`config.mk`:
```
export PLATFORM = sky130hd
export DESIGN_NAME = mem_ctrl
export DESIGN_NICKNAME = d
export VERILOG_FILES = /design/src/rtl/mem_ctrl_pkg.sv /design/src/rtl/mem_ctrl.sv
export SDC_FILE = /design/constraint.sdc
export NUM_CORES = 1
export LEC_CHECK = 0
export BUFFER_PORTS_ARGS = -buffer_cell sky130_fd_sc_hd__buf_4
export CAP_MARGIN = 15
export CORE_MARGIN = 1
export CORE_UTILIZATION = 25
export DETAILED_ROUTE_END_ITERATION = 10
export PLACE_DENSITY = 0.53
export SYNTH_ARGS = -nofsm -noshare
export SYNTH_HDL_FRONTEND = slang
export SYNTH_SLANG_ARGS = --single-unit
```
`constraint.sdc`:
```
create_clock -name clk -period 2.4 [get_ports clk]
set_clock_uncertainty 0.15 [all_clocks]
set_input_delay 0.12 -clock clk [delete_from_list [all_inputs] [get_ports clk]]
set_output_delay 0.12 -clock clk [all_outputs]
set_load 0.01 [all_outputs]
```
`src/rtl/mem_ctrl_pkg.sv`:
```
// rtl/mem_ctrl_pkg.sv - shared types and constants for the byte-serial memory controller
package mem_ctrl_pkg;

    localparam int INST_ADDR_W = 32;
    localparam int INST_W      = 32;

    localparam logic [1:0] MEM_BYTE = 2'b00;
    localparam logic [1:0] MEM_HALF = 2'b01;
    localparam logic [1:0] MEM_WORD = 2'b10;

    typedef enum logic [1:0] {
        ST_IDLE  = 2'd0,
        ST_READ  = 2'd1,
        ST_WRITE = 2'd2,
        ST_DONE  = 2'd3
    } state_e;

    typedef enum logic {
        REQ_FETCH = 1'b0,
        REQ_MEM   = 1'b1
    } req_id_e;

    // Byte count of a MEM-stage access; the unused encoding is treated as a word.
    function automatic logic [2:0] width_bytes(input logic [1:0] width);
        case (width)
            MEM_BYTE: width_bytes = 3'd1;
            MEM_HALF: width_bytes = 3'd2;
            default:  width_bytes = 3'd4;
        endcase
    endfunction

endpackage

```
`src/rtl/mem_ctrl.sv`:
```
// rtl/mem_ctrl.sv - arbitrates fetch and MEM-stage accesses onto a byte-wide synchronous RAM
module mem_ctrl
    import mem_ctrl_pkg::*;
#(
    parameter int ADDR_W = 17
) (
    input  logic                   clk,
    input  logic                   rst,
    input  logic                   br,
    input  logic                   if_ce,
    input  logic [INST_ADDR_W-1:0] if_addr,
    output logic                   if_done,
    output logic [INST_W-1:0]      if_rdata,
    input  logic                   mem_re,
    input  logic                   mem_we,
    input  logic [31:0]            mem_addr,
    input  logic [1:0]             mem_width,
    input  logic [31:0]            mem_wdata,
    output logic                   mem_done,
    output logic [31:0]            mem_rdata,
    output logic [ADDR_W-1:0]      ram_a,
    output logic [7:0]             ram_dout,
    output logic                   ram_wr,
    input  logic [7:0]             ram_din
);

    state_e            r_state;
    state_e            w_state_nxt;
    logic [2:0]        r_cnt;
    logic [2:0]        w_cnt_nxt;
    logic [2:0]        r_n;
    logic [ADDR_W-1:0] r_base;
    req_id_e           r_id;
    logic              r_is_wr;
    logic [31:0]       r_wdata;
    logic [31:0]       r_data;
    logic [31:0]       r_if_rdata;
    logic [31:0]       r_mem_rdata;

    logic              w_accept;
    req_id_e           w_acc_id;
    logic              w_acc_wr;
    logic [2:0]        w_acc_n;
    logic [ADDR_W-1:0] w_acc_addr;
    logic              w_capture;
    logic              w_fetch_abort;
    logic              w_commit;
    logic [ADDR_W-1:0] w_addr;
    logic [1:0]        w_lane;
    logic              w_unused;

    // Pipeline address bits above the RAM window are deliberately dropped.
    assign w_unused = ^{if_addr[INST_ADDR_W-1:ADDR_W], mem_addr[31:ADDR_W]};

    assign w_addr        = r_base + ADDR_W'(r_cnt);
    assign w_lane        = 2'(r_cnt - 3'd1);
    assign w_fetch_abort = br && (r_id == REQ_FETCH) &&
                           ((r_state == ST_READ) || (r_state == ST_DONE));
    assign w_commit      = (r_state == ST_DONE) && !w_fetch_abort;

    always_ff @(posedge clk or negedge rst) begin
        if (!rst) begin
            r_state <= ST_IDLE;
            r_cnt   <= 3'd0;
        end else begin
            r_state <= w_state_nxt;
            r_cnt   <= w_cnt_nxt;
        end
    end

    always_comb begin
        w_state_nxt = r_state;
        w_cnt_nxt   = r_cnt;
        w_accept    = 1'b0;
        w_acc_id    = REQ_FETCH;
        w_acc_wr    = 1'b0;
        w_acc_n     = 3'd4;
        w_acc_addr  = if_addr[ADDR_W-1:0];
        w_capture   = 1'b0;
        ram_a       = '0;
        ram_dout    = 8'h00;
        ram_wr      = 1'b0;
        case (r_state)
            ST_IDLE: begin
                if (mem_we) begin
                    w_accept    = 1'b1;
                    w_acc_id    = REQ_MEM;
                    w_acc_wr    = 1'b1;
                    w_acc_n     = width_bytes(mem_width);
                    w_acc_addr  = mem_addr[ADDR_W-1:0];
                    w_state_nxt = ST_WRITE;
                end else if (mem_re) begin
                    w_accept    = 1'b1;
                    w_acc_id    = REQ_MEM;
                    w_acc_n     = width_bytes(mem_width);
                    w_acc_addr  = mem_addr[ADDR_W-1:0];
                    w_state_nxt = ST_READ;
                end else if (if_ce) begin
                    w_accept    = 1'b1;
                    w_state_nxt = ST_READ;
                end
            end
            ST_READ: begin
                if (w_fetch_abort) begin
                    w_state_nxt = ST_IDLE;
                    w_cnt_nxt   = 3'd0;
                end else begin
                    // Address phase runs one cycle ahead of the data capture.
                    if (r_cnt < r_n) begin
                        ram_a = w_addr;
                    end
                    w_capture = (r_cnt != 3'd0);
                    if (r_cnt == r_n) begin
                        w_state_nxt = ST_DONE;
                        w_cnt_nxt   = 3'd0;
                    end else begin
                        w_cnt_nxt = r_cnt + 3'd1;
                    end
                end
            end
            ST_WRITE: begin
                ram_wr   = 1'b1;
                ram_a    = w_addr;
                ram_dout = r_wdata[{r_cnt[1:0], 3'b000} +: 8];
                if (r_cnt == r_n - 3'd1) begin
                    w_state_nxt = ST_DONE;
                    w_cnt_nxt   = 3'd0;
                end else begin
                    w_cnt_nxt = r_cnt + 3'd1;
                end
            end
            ST_DONE: begin
                w_state_nxt = ST_IDLE;
            end
            default: begin
                w_state_nxt = ST_IDLE;
                w_cnt_nxt   = 3'd0;
            end
        endcase
    end

    always_ff @(posedge clk or negedge rst) begin
        if (!rst) begin
            r_n         <= 3'd0;
            r_base      <= '0;
            r_id        <= REQ_FETCH;
            r_is_wr     <= 1'b0;
            r_wdata     <= 32'h0;
            r_data      <= 32'h0;
            r_if_rdata  <= 32'h0;
            r_mem_rdata <= 32'h0;
        end else begin
            if (w_accept) begin
                r_base  <= w_acc_addr;
                r_n     <= w_acc_n;
                r_id    <= w_acc_id;
                r_is_wr <= w_acc_wr;
                r_wdata <= mem_wdata;
                r_data  <= 32'h0;
            end
            if (w_capture) begin
                r_data[{w_lane, 3'b000} +: 8] <= ram_din;
            end
            if (if_done) begin
                r_if_rdata <= r_data;
            end
            if (mem_done && !r_is_wr) begin
                r_mem_rdata <= r_data;
            end
        end
    end

    // The assembled word is visible during DONE and retained afterwards.
    assign if_done   = w_commit && (r_id == REQ_FETCH);
    assign mem_done  = w_commit && (r_id == REQ_MEM);
    assign if_rdata  = if_done ? r_data : r_if_rdata;
    assign mem_rdata = (mem_done && !r_is_wr) ? r_data : r_mem_rdata;

endmodule

```
==> Yosys cells after proc, flatten, opt, wreduce, memory -nomap -nowiden <==
Index checks and enable logic that the tools add are counted.
{ "op_classes": {"n_mux": 39, "shifts": 3, "bitwise_logic": 1, "n_eq_ne": 9, "addsub": 5, "n_reduce_logical": 14, "n_lt_le_gt_ge": 1} }
{ "ops": {"columns": ["op", "count"], "rows": [
  ["two-way mux 32 bit", 4],
  ["two-way mux 17 bit", 5],
  ["one-hot mux 17 bit (2 select lines)", 1],
  ["bitwise mux 32 bit", 1],
  ["variable shift 8 x 7 -> 32 bit (first input constant)", 1],
  ["variable part select 32 x 6 -> 8 bit", 1],
  ["variable part select 8 x 7 -> 32 bit", 1],
  ["two-way mux 3 bit", 6],
  ["adder 17 x 3 -> 17 bit", 1],
  ["two-way mux 1 bit", 12],
  ["two-way mux 2 bit", 6],
  ["one-hot mux 3 bit (2 select lines)", 2],
  ["two-way mux 8 bit", 1],
  ["one-hot mux 2 bit (4 select lines)", 1],
  ["negator 5 -> 7 bit", 1],
  ["== test 3 bit", 2],
  ["logical AND 1 bit", 6],
  ["== test 2 x 1 -> 1 bit (second input constant)", 2],
  ["== test 2 bit (second input constant)", 2],
  ["zero test 2 bit", 2],
  ["!= test 4 bit (second input constant)", 1],
  ["adder 3 x 1 -> 3 bit (second input constant)", 1],
  ["< comparator 3 bit", 1],
  ["!= test 3 x 2 -> 1 bit (second input constant)", 1],
  ["other kinds (9)", 10]
]} }
{ "totals": {"out_inout_bits": 92, "register_bits": 155, "elab_cells": 82} }

==> Logic depth before layout (Yosys ltp) <==
Gate-level depths: netlist of run 1.
{ "logic_depth": {"depth_word": 8, "depth_mapped": 9, "depth_no_buf": 7} }

==> Worst setup path before layout of run 1 <==
No wires, ideal clock.
{ "synth_timing": {"kind": "register -> output", "startpoint": "register r_cnt[1]", "endpoint": "output ram_a[10]", "required_time_ps": 2130, "path_slack_ps": -209, "path_stages_with_launch": 8, "t_arrival_ps": 2339, "n_path_buf": 1, "path_cell_list": "dfrtp_1 buf_2 inv_1 fa_1 and2b_1 o211ai_1 or3_1 a211oi_1"} }
{ "synth_between": {"elab_chain_len": 4, "word_cells_on_any_way": 5, "cone_classes": "add/sub (1); order compare (1); mux (3)"} }
{ "synth_rtl": {"columns": ["item", "line", "rtl"], "rows": [
  ["start, declared", "mem_ctrl.sv:29", "logic [2:0] r_cnt;"],
  ["start signal, assigned", "mem_ctrl.sv:67", "r_cnt <= w_cnt_nxt;"],
  ["adder 17 x 3 -> 17 bit / < comparator 3 bit (equally long branches)", "mem_ctrl.sv:55, mem_ctrl.sv:109", null],
  ["two-way mux 17 bit", "mem_ctrl.sv:109", "if (r_cnt < r_n) begin"],
  ["two-way mux 17 bit", "mem_ctrl.sv:104", "if (w_fetch_abort) begin"],
  ["one-hot mux 17 bit (2 select lines) *", "mem_ctrl.sv:83", "case (r_state)"],
  ["end, declared", "mem_ctrl.sv:21", "output logic [ADDR_W-1:0] ram_a,"]
]} }
Every way passes the cells marked *; elsewhere a longest branch is shown, timed or not.

==> Worst setup path in the final report of run 1 <==
{ "layout_timing": {"startpoint": "register r_base[0]", "endpoint": "output ram_a[10]"} }
{ "layout_between": {"elab_chain_len": 4} }
{ "layout_rtl": {"columns": ["item", "line", "rtl"], "rows": [
  ["start, declared", "mem_ctrl.sv:32", "logic [ADDR_W-1:0] r_base;"],
  ["start signal, assigned", "mem_ctrl.sv:154", "r_base <= w_acc_addr;"],
  ["adder 17 x 3 -> 17 bit *", "mem_ctrl.sv:55", "assign w_addr = r_base + ADDR_W'(r_cnt);"],
  ["two-way mux 17 bit", "mem_ctrl.sv:109", null],
  ["two-way mux 17 bit", "mem_ctrl.sv:104", null],
  ["one-hot mux 17 bit (2 select lines) *", "mem_ctrl.sv:83", null]
]} }
Marked as above.

==> out/results.txt, run 1 <==
Hold WC Path Type -> input port to flop
Startpoint Class -> flop
final worst slack -> -0.329 ns
met3 Use GR -> 3.26%
# fillers -> 2674
layout cells sized above 1 -> 40.1%
Synth warnings -> 0
crit path kind -> flop to primary output
Fin. Hold Viols -> 0
initial cell density of the core -> 25.4%
post-route antenna net violation count -> 0
number of I/O port buffers -> 173
Vias/cell -> 4.51
met2 usage -> 24.8%
R2R Setup Slk -> 0.24 ns
Longest Clk Path Bufs -> 2
ys async rst share -> 100%
violation count after the first detailed-route iteration -> 304
Routed WL -> 22000 um
num rows -> 61
initial antenna violation count -> 0
Final Cell Area -> 11200 sq um
VDD IR max -> 0.462 mV
maximum number of pins on one net before global-route repair -> 60
Synth cell types -> 58
Overflow after GRT -> 0
Mapped Avg Cell Area -> 11.2 sq um
outcome -> complete, but fails checks
drt drc -> 0
Worst-path clk slew -> 0.07 ns
IO Pins -> 204
drt first pass iters -> 5
final max-slew violation count -> 0
worst path arrival time -> 2.46 ns
first-pass GRT wire length -> 33100 um
Core Area -> 27900 sq um
routed len/inst -> 16.8 um
synthesized area -> 7090 sq um
Crit Path Max Fanout -> 5
RSZ-0062 raised after global routing -> yes
Worst-Margin Slew -> 0.665 ns
post-route non-filler standard cell count -> 1309
Placed Area -> 9030 sq um
ys flop type -> dfrtp_1
Die Ht -> 170 um
CP top delay family -> simple AND/OR/NAND/NOR gates
vias post-DR -> 5903
sequential fraction of the synthesis area -> 54.7%
critical path required time -> 2.13 ns
final setup violating endpoints -> 17
RePlAce Congestion -> 0.773
Area Growth Syn to Fin -> 58.3%
fin crit share -> 114%
placed cells -> 1177
gr usage total -> 15.0%
vias in the first global route -> 5875
leakage -> 5.37 nW
Slowest-stage cell, CP -> dfrtp_1
fin nets -> 1050
CP cell instances -> ha_2, inv_2, fa_2, and2b_2, o211ai_1, or3_1, a211oi_2, buf_4
GRT Max-Usage Layer -> met2
Slew headroom -> 55.5%
Synthesized Nets -> 761
Post-synth EDFFs -> 0
crit path time final -> 2.73 ns
Max-Cap Viols -> 0
CP endpoint kind -> primary output
failing checks -> negative setup slack
CTS tree -> built
post-DP HPWL -> 13900 um
Clk Latency, worst-skew pair -> 0.43 ns
f_max -> 366 MHz
die area -> 29000 sq um
H-tree Lvls -> 4
CP bufs+invs -> 2
die width -> 170 um
clock sink count -> 155
cells after synthesis -> 630
clock root buffer -> clkbuf_16
Num CTS Buffers -> 17
ant diodes -> 0
Power Density -> 1120 nW/um^2
met1 Use GR -> 19.9%
Critical Path Max Stage Delay -> 0.37 ns
FF+latch count, synth -> 155
## power breakdown
group | internal [mW] | leakage [nW] | total (mW) | switching, mW
logic | 3.02 | 3.07 | 6.12 | 3.10
registers | 3.30 | 2.04 | 3.77 | 0.477
clock network | 1.45 | 0.268 | 2.65 | 1.20
total | 7.77 | 5.37 | 12.5 | 4.78
## cells in the mapped netlist (all sizes together), types with 3 or more instances
library cell,n,area (sq um)
a211oi,6,57.6
a21oi,18,90.1
a22o,19,166
and2,12,76.3
and3,3,18.8
and4,3,26.3
buf,14,76.3
clkbuf,19,71.3
dfrtp,155,3880
ha,18,225
inv,12,45.0
mux2,64,721
mux4,8,180
nand2,122,458
nand2b,4,25.0
nand3,21,105
nand4,4,25.0
nor2,19,73.8
nor2b,3,18.8
nor3,13,65.1
nor3b,4,35.0
nor4,4,31.3
o211ai,5,51.3
o21ai,25,129
o22ai,17,106
or3,4,26.3
xnor2,5,43.8
xor2,5,43.8
## cell usage in the layout (no fill, tap or decap), types with 18 or more instances in the layout
| cell | n |
|---|---|
| nand2_1 | 122 |
| nand3_1 | 21 |
| a22o_1 | 19 |
| buf_6 | 41 |
| mux2_4 | 52 |
| o21ai_0 | 24 |
| buf_4 | 169 |
| dlygate4sd3_1 | 80 |
| dfrtp_1 | 152 |
| nor2_1 | 18 |
| clkbuf_16 | 20 |
## worst reg2reg max path: stages, from the launching register on
cell           delay (ns)
dfrtp_2              0.44
inv_1                0.14
ha_2                 0.27
buf_4                0.16
nor3b_2              0.22
nand2_1              0.08
dlygate4sd3_1        0.55
o21ai_0              0.07
## state kept, by name, indices dropped and copies added (netlist names)
register	count
r_state	2
r_n	3
r_cnt	3
r_id	1
r_mem_rdata	32
r_is_wr	1
r_base	17
r_data	32
r_wdata	32
r_if_rdata	32
## cell type report
| type | instances | area, sq um | area share, % |
|---|---|---|---|
| clock inverters | 13 | 133 | 1.18 |
| multi-input cells | 429 | 3440 | 30.6 |
| flip-flops and latches | 155 | 3880 | 34.6 |
| repair buffers | 303 | 2810 | 25.1 |
| inverters | 13 | 52.6 | 0.468 |
| clock buffers | 18 | 429 | 3.83 |
| well taps | 378 | 473 | 4.22 |
## metal layers
layer  part of all wire [%]  wire length [um]
met1                     47             10300
met2                     49             10600
met3                    4.0               881
met4                   0.75               165
met5                      0                 0
## per-stage QoR
step / util [%] / power [mW] / TNS [ns] / hold WS, ns / setup WS [ns]
2_1_floorplan: - / 6.79 / 0 / -0.326 / 0.00582
3_3_place_gp: 32.4 / 8.69 / -0.0245 / -0.00858 / -0.0245
3_5_place_dp: 32.4 / 8.77 / -0.0676 / -0.00182 / -0.0357
4_1_cts: 39.0 / 12.4 / -5.16 / 0.0883 / -0.378
5_1_grt: 40.3 / 13.4 / -6.12 / 0.116 / -0.465
6_report: 40.3 / 12.5 / -4.21 / 0.0929 / -0.329
## cell families (layout without fill, tap and decap cells)
| logic type | Yosys count | count (layout) | share of synthesized area (%) |
|---|---|---|---|
| compound gates | 106 | 106 | 10.3 |
| xor+xnor | 11 | 11 | 1.57 |
| fa+ha+maj | 19 | 19 | 3.46 |
| buf+inv | 46 | 347 | 2.77 |
| flops | 155 | 155 | 54.7 |
| mux | 73 | 73 | 12.9 |
| simple gates | 220 | 220 | 14.3 |
## final timing paths
| path | startpoint | cells past startpoint | endpoint |
|---|---|---|---|
| worst min-delay path | if_ce | 4 | r_data[14] |
| worst max-delay path | r_base[0] | 8 | ram_a[10] |
| worst max register to register | r_state[0] | 7 | r_n[1] |
| max in group asynchronous | rst | 3 | r_cnt[1] |
| min in group asynchronous | rst | 2 | r_mem_rdata[2] |
| worst min register to register | r_wdata[31] | 2 | r_wdata[31] |
## timing repair
item                       CTS  global route
setup buffers               12             7
hold buffers                80             0
setup endpoints to repair   81            94
pin swaps                   18             8
cloned                       4             4
hold endpoints to repair   145             0
gates resized for setup     68            83
Note: power is estimated with default switching activity, not from simulation.
==> inputs of run 2 (changes only) <==
--- a/config.mk
+++ b/config.mk
@@ -10,7 +10,7 @@
 export CORE_MARGIN = 1
 export CORE_UTILIZATION = 25
 export DETAILED_ROUTE_END_ITERATION = 10
-export PLACE_DENSITY = 0.53
+export PLACE_DENSITY = 0.51
 export SYNTH_ARGS = -nofsm -noshare
 export SYNTH_HDL_FRONTEND = slang
 export SYNTH_SLANG_ARGS = --single-unit
==> constraint.sdc (replaced) <==
create_clock -name clk -period 2.8 [get_ports clk]
set_clock_uncertainty 0.15 [all_clocks]
set_input_delay 0.56 -clock clk [delete_from_list [all_inputs] [get_ports clk]]
set_output_delay 0.56 -clock clk [all_outputs]
set_load 0.01 [all_outputs]
==> out/results.txt, run 2 (same netlist as run 1, synthesis figures left out) <==
Max-Cap Viols -> 0 (unchanged)
H-tree Lvls -> 4 (unchanged)
Area Growth Syn to Fin -> 52.4% (was 58.3%)
drt first pass iters -> 4 (was 5)
IO Pins -> 204 (unchanged)
most common cell after layout, fill and taps aside -> dfrtp_1 (was buf_4)
clock share of power -> 21.1% (about the same)
final setup violating endpoints -> 72 (was 17)
Die Ht -> 170 um (unchanged)
clock root buffer -> clkbuf_16 (unchanged)
Hold WC Path Type -> input port to flop (unchanged)
VDD IR max -> 0.492 mV (was 0.462 mV)
outcome -> complete, but fails checks (unchanged)
final worst slack -> -0.373 ns (was -0.329 ns)
crit path time final -> 3.17 ns
failing checks -> negative setup slack (unchanged)
R2R cell count -> 6 (was 7)
Core Area -> 27900 sq um (unchanged)
storage element area -> 3880 sq um (about the same)
Switching Fraction -> 38.5% (was 38.1%)
Longest Clk Path Bufs -> 2 (unchanged)
maximum number of pins on one net before global-route repair -> 53 (was 60)
final max-slew violation count -> 0 (unchanged)
Internal Pwr Total -> 6.72 mW (was 7.77 mW)
Multi-input gate area -> 3500 sq um (was 3440 sq um)
number of I/O port buffers -> 173 (unchanged)
Clk Latency, worst-skew pair -> 0.42 ns (was 0.43 ns)
Seq pwr share -> 29.7% (was 30.1%)
CTS tree -> built (unchanged)
num rows -> 61 (unchanged)
reg-to-reg critical path endpoint -> r_state[1] (was r_n[1])
R2R Setup Slk -> 0.66 ns (was 0.24 ns)
leakage -> 5.21 nW (was 5.37 nW)
CP endpoint kind -> primary output (unchanged)
fin crit share -> 113%
post-DP HPWL -> 13900 um (about the same)
crit path kind -> flop to primary output (unchanged)
die width -> 170 um (unchanged)
vias post-DR -> 5697 (was 5903)
Slew headroom -> 60.2% (was 55.5%)
reg2reg start -> r_n[0] (was r_state[0])
Worst-Margin Slew -> 0.595 ns (was 0.665 ns)
Vias/cell -> 4.55 (was 4.51)
dpl ws -> -0.0444 ns (was -0.0357 ns)
RePlAce Congestion -> 0.780 (was 0.773)
initial cell density of the core -> 25.4% (unchanged)
Num CTS Buffers -> 17 (unchanged)
Startpoint Class -> flop (unchanged)
post-route antenna net violation count -> 0 (unchanged)
fin nets -> 992 (was 1050)
Fin. Hold Viols -> 0 (unchanged)
layout cells sized above 1 -> 45.2% (was 40.1%)
violation count after the first detailed-route iteration -> 263 (was 304)
die area -> 29000 sq um (unchanged)
switching power total -> 4.20 mW (was 4.78 mW)
Worst Setup EP -> ram_a[10] (unchanged)
Crit Path Max Fanout -> 4 (was 5)
commonest non-fill, non-tap cells in the layout -> 153 x dfrtp_1, 149 x buf_4, 122 x nand2_1 (was 169 x buf_4, 152 x dfrtp_1, 122 x nand2_1)
f_max -> 315 MHz
worst path arrival time -> 2.46 ns (about the same)
vias in the first global route -> 5717 (was 5875)
clock sink count -> 155 (unchanged)
initial antenna violation count -> 0 (unchanged)
Setup crit start -> r_base[0] (unchanged)
first-pass GRT wire length -> 33300 um (was 33100 um)
critical path required time -> 2.09 ns (was 2.13 ns)
RSZ-0062 raised after global routing -> yes (unchanged)
routed len/inst -> 17.1 um (was 16.8 um)
Overflow after GRT -> 0 (unchanged)
Comb pwr share -> 49.3% (was 48.8%)
ant diodes -> 0 (unchanged)
gr usage total -> 15.2% (was 15.0%)
Hold WS -> 0.174 ns (was 0.0929 ns)
Routed WL -> 21500 um (was 22000 um)
Worst-path clk slew -> 0.07 ns (about the same)
Power Density -> 1010 nW/um^2 (was 1120 nW/um^2)
drt drc -> 0 (unchanged)
# fillers -> 2698 (was 2674)
-- run 2: worst min path at each step --
| stage | from | to | slack, ns | depth (start not counted) |
|---|---|---|---|---|
| floorplan | rst | r_base[0] | 0.11 | 0 |
| global placement | r_wdata[18] | r_wdata[18] | 0.31 | 2 |
| detailed placement | r_wdata[20] | r_wdata[20] | 0.31 | 2 |
| CTS | mem_wdata[21] | r_wdata[21] | 0.16 | 3 |
| global route | mem_wdata[20] | r_wdata[20] | 0.16 | 3 |
| finish | mem_wdata[21] | r_wdata[21] | 0.17 | 3 |
-- run 2: critical path: stages, from the launching register on --
cell and delay (ns):
dfrtp_1 0.39, ha_4 0.15, inv_2 0.03, fa_2 0.33, and2b_2 0.25, o211ai_1 0.15, or3_1 0.34, a211oi_2 0.24
buf_4 0.16
-- run 2: final cells by class --
class	instances	area share (%)
Clock inverter	14	1.37
Clock buffer	18	4.07
Timing Repair Buffer	245	21.4
Inverter	13	0.452
Multi-Input combinational cell	429	32.4
Sequential cell	155	35.9
Tap cell	378	4.38
-- run 2: per-layer routing --
| layer | share of wire [%] | GRT usage, % |
|---|---|---|
| met5 | 0 | 0 |
| met4 | 1.0 | 3.64 |
| met3 | 4.9 | 3.56 |
| met2 | 48 | 24.6 |
| met1 | 46 | 20.5 |
-- run 2: power groups by stage --
| stage | Sequential [mW] | Clock, mW | Combinational [mW] |
|---|---|---|---|
| floorplan | 3.14 | 0 | 2.69 |
| global placement | 3.23 | 0 | 4.28 |
| detailed placement | 3.24 | 0 | 4.31 |
| CTS | 3.22 | 2.38 | 5.26 |
| global route | 3.32 | 2.46 | 5.91 |
| finish | 3.24 | 2.30 | 5.38 |
-- run 2: per-stage QoR --
stage / setup TNS, ns / power [mW] / instance area, sq um / utilization, % / cells
floorplan: 0 / 5.83 / 7110 / - / 630
global placement: -0.0493 / 7.52 / 9080 / 32.6 / 1185
detailed placement: -0.0632 / 7.56 / 9080 / 32.6 / 1185
CTS: -5.99 / 10.9 / 10500 / 37.7 / 1242
global route: -12.66 / 11.7 / 10800 / 38.8 / 1252
finish: -6.15 / 10.9 / 10800 / 38.8 / 1252
-- run 2: repair_timing --
item | 4_1_cts | 5_1_grt
setup endpoints to repair | 80 | 89
hold endpoints to repair | 48 | 0
gates cloned | 6 | 1
resized for setup | 133 | 66
pin swaps | 23 | 11
hold buffers | 1 | 0
setup buffers | 19 | 12
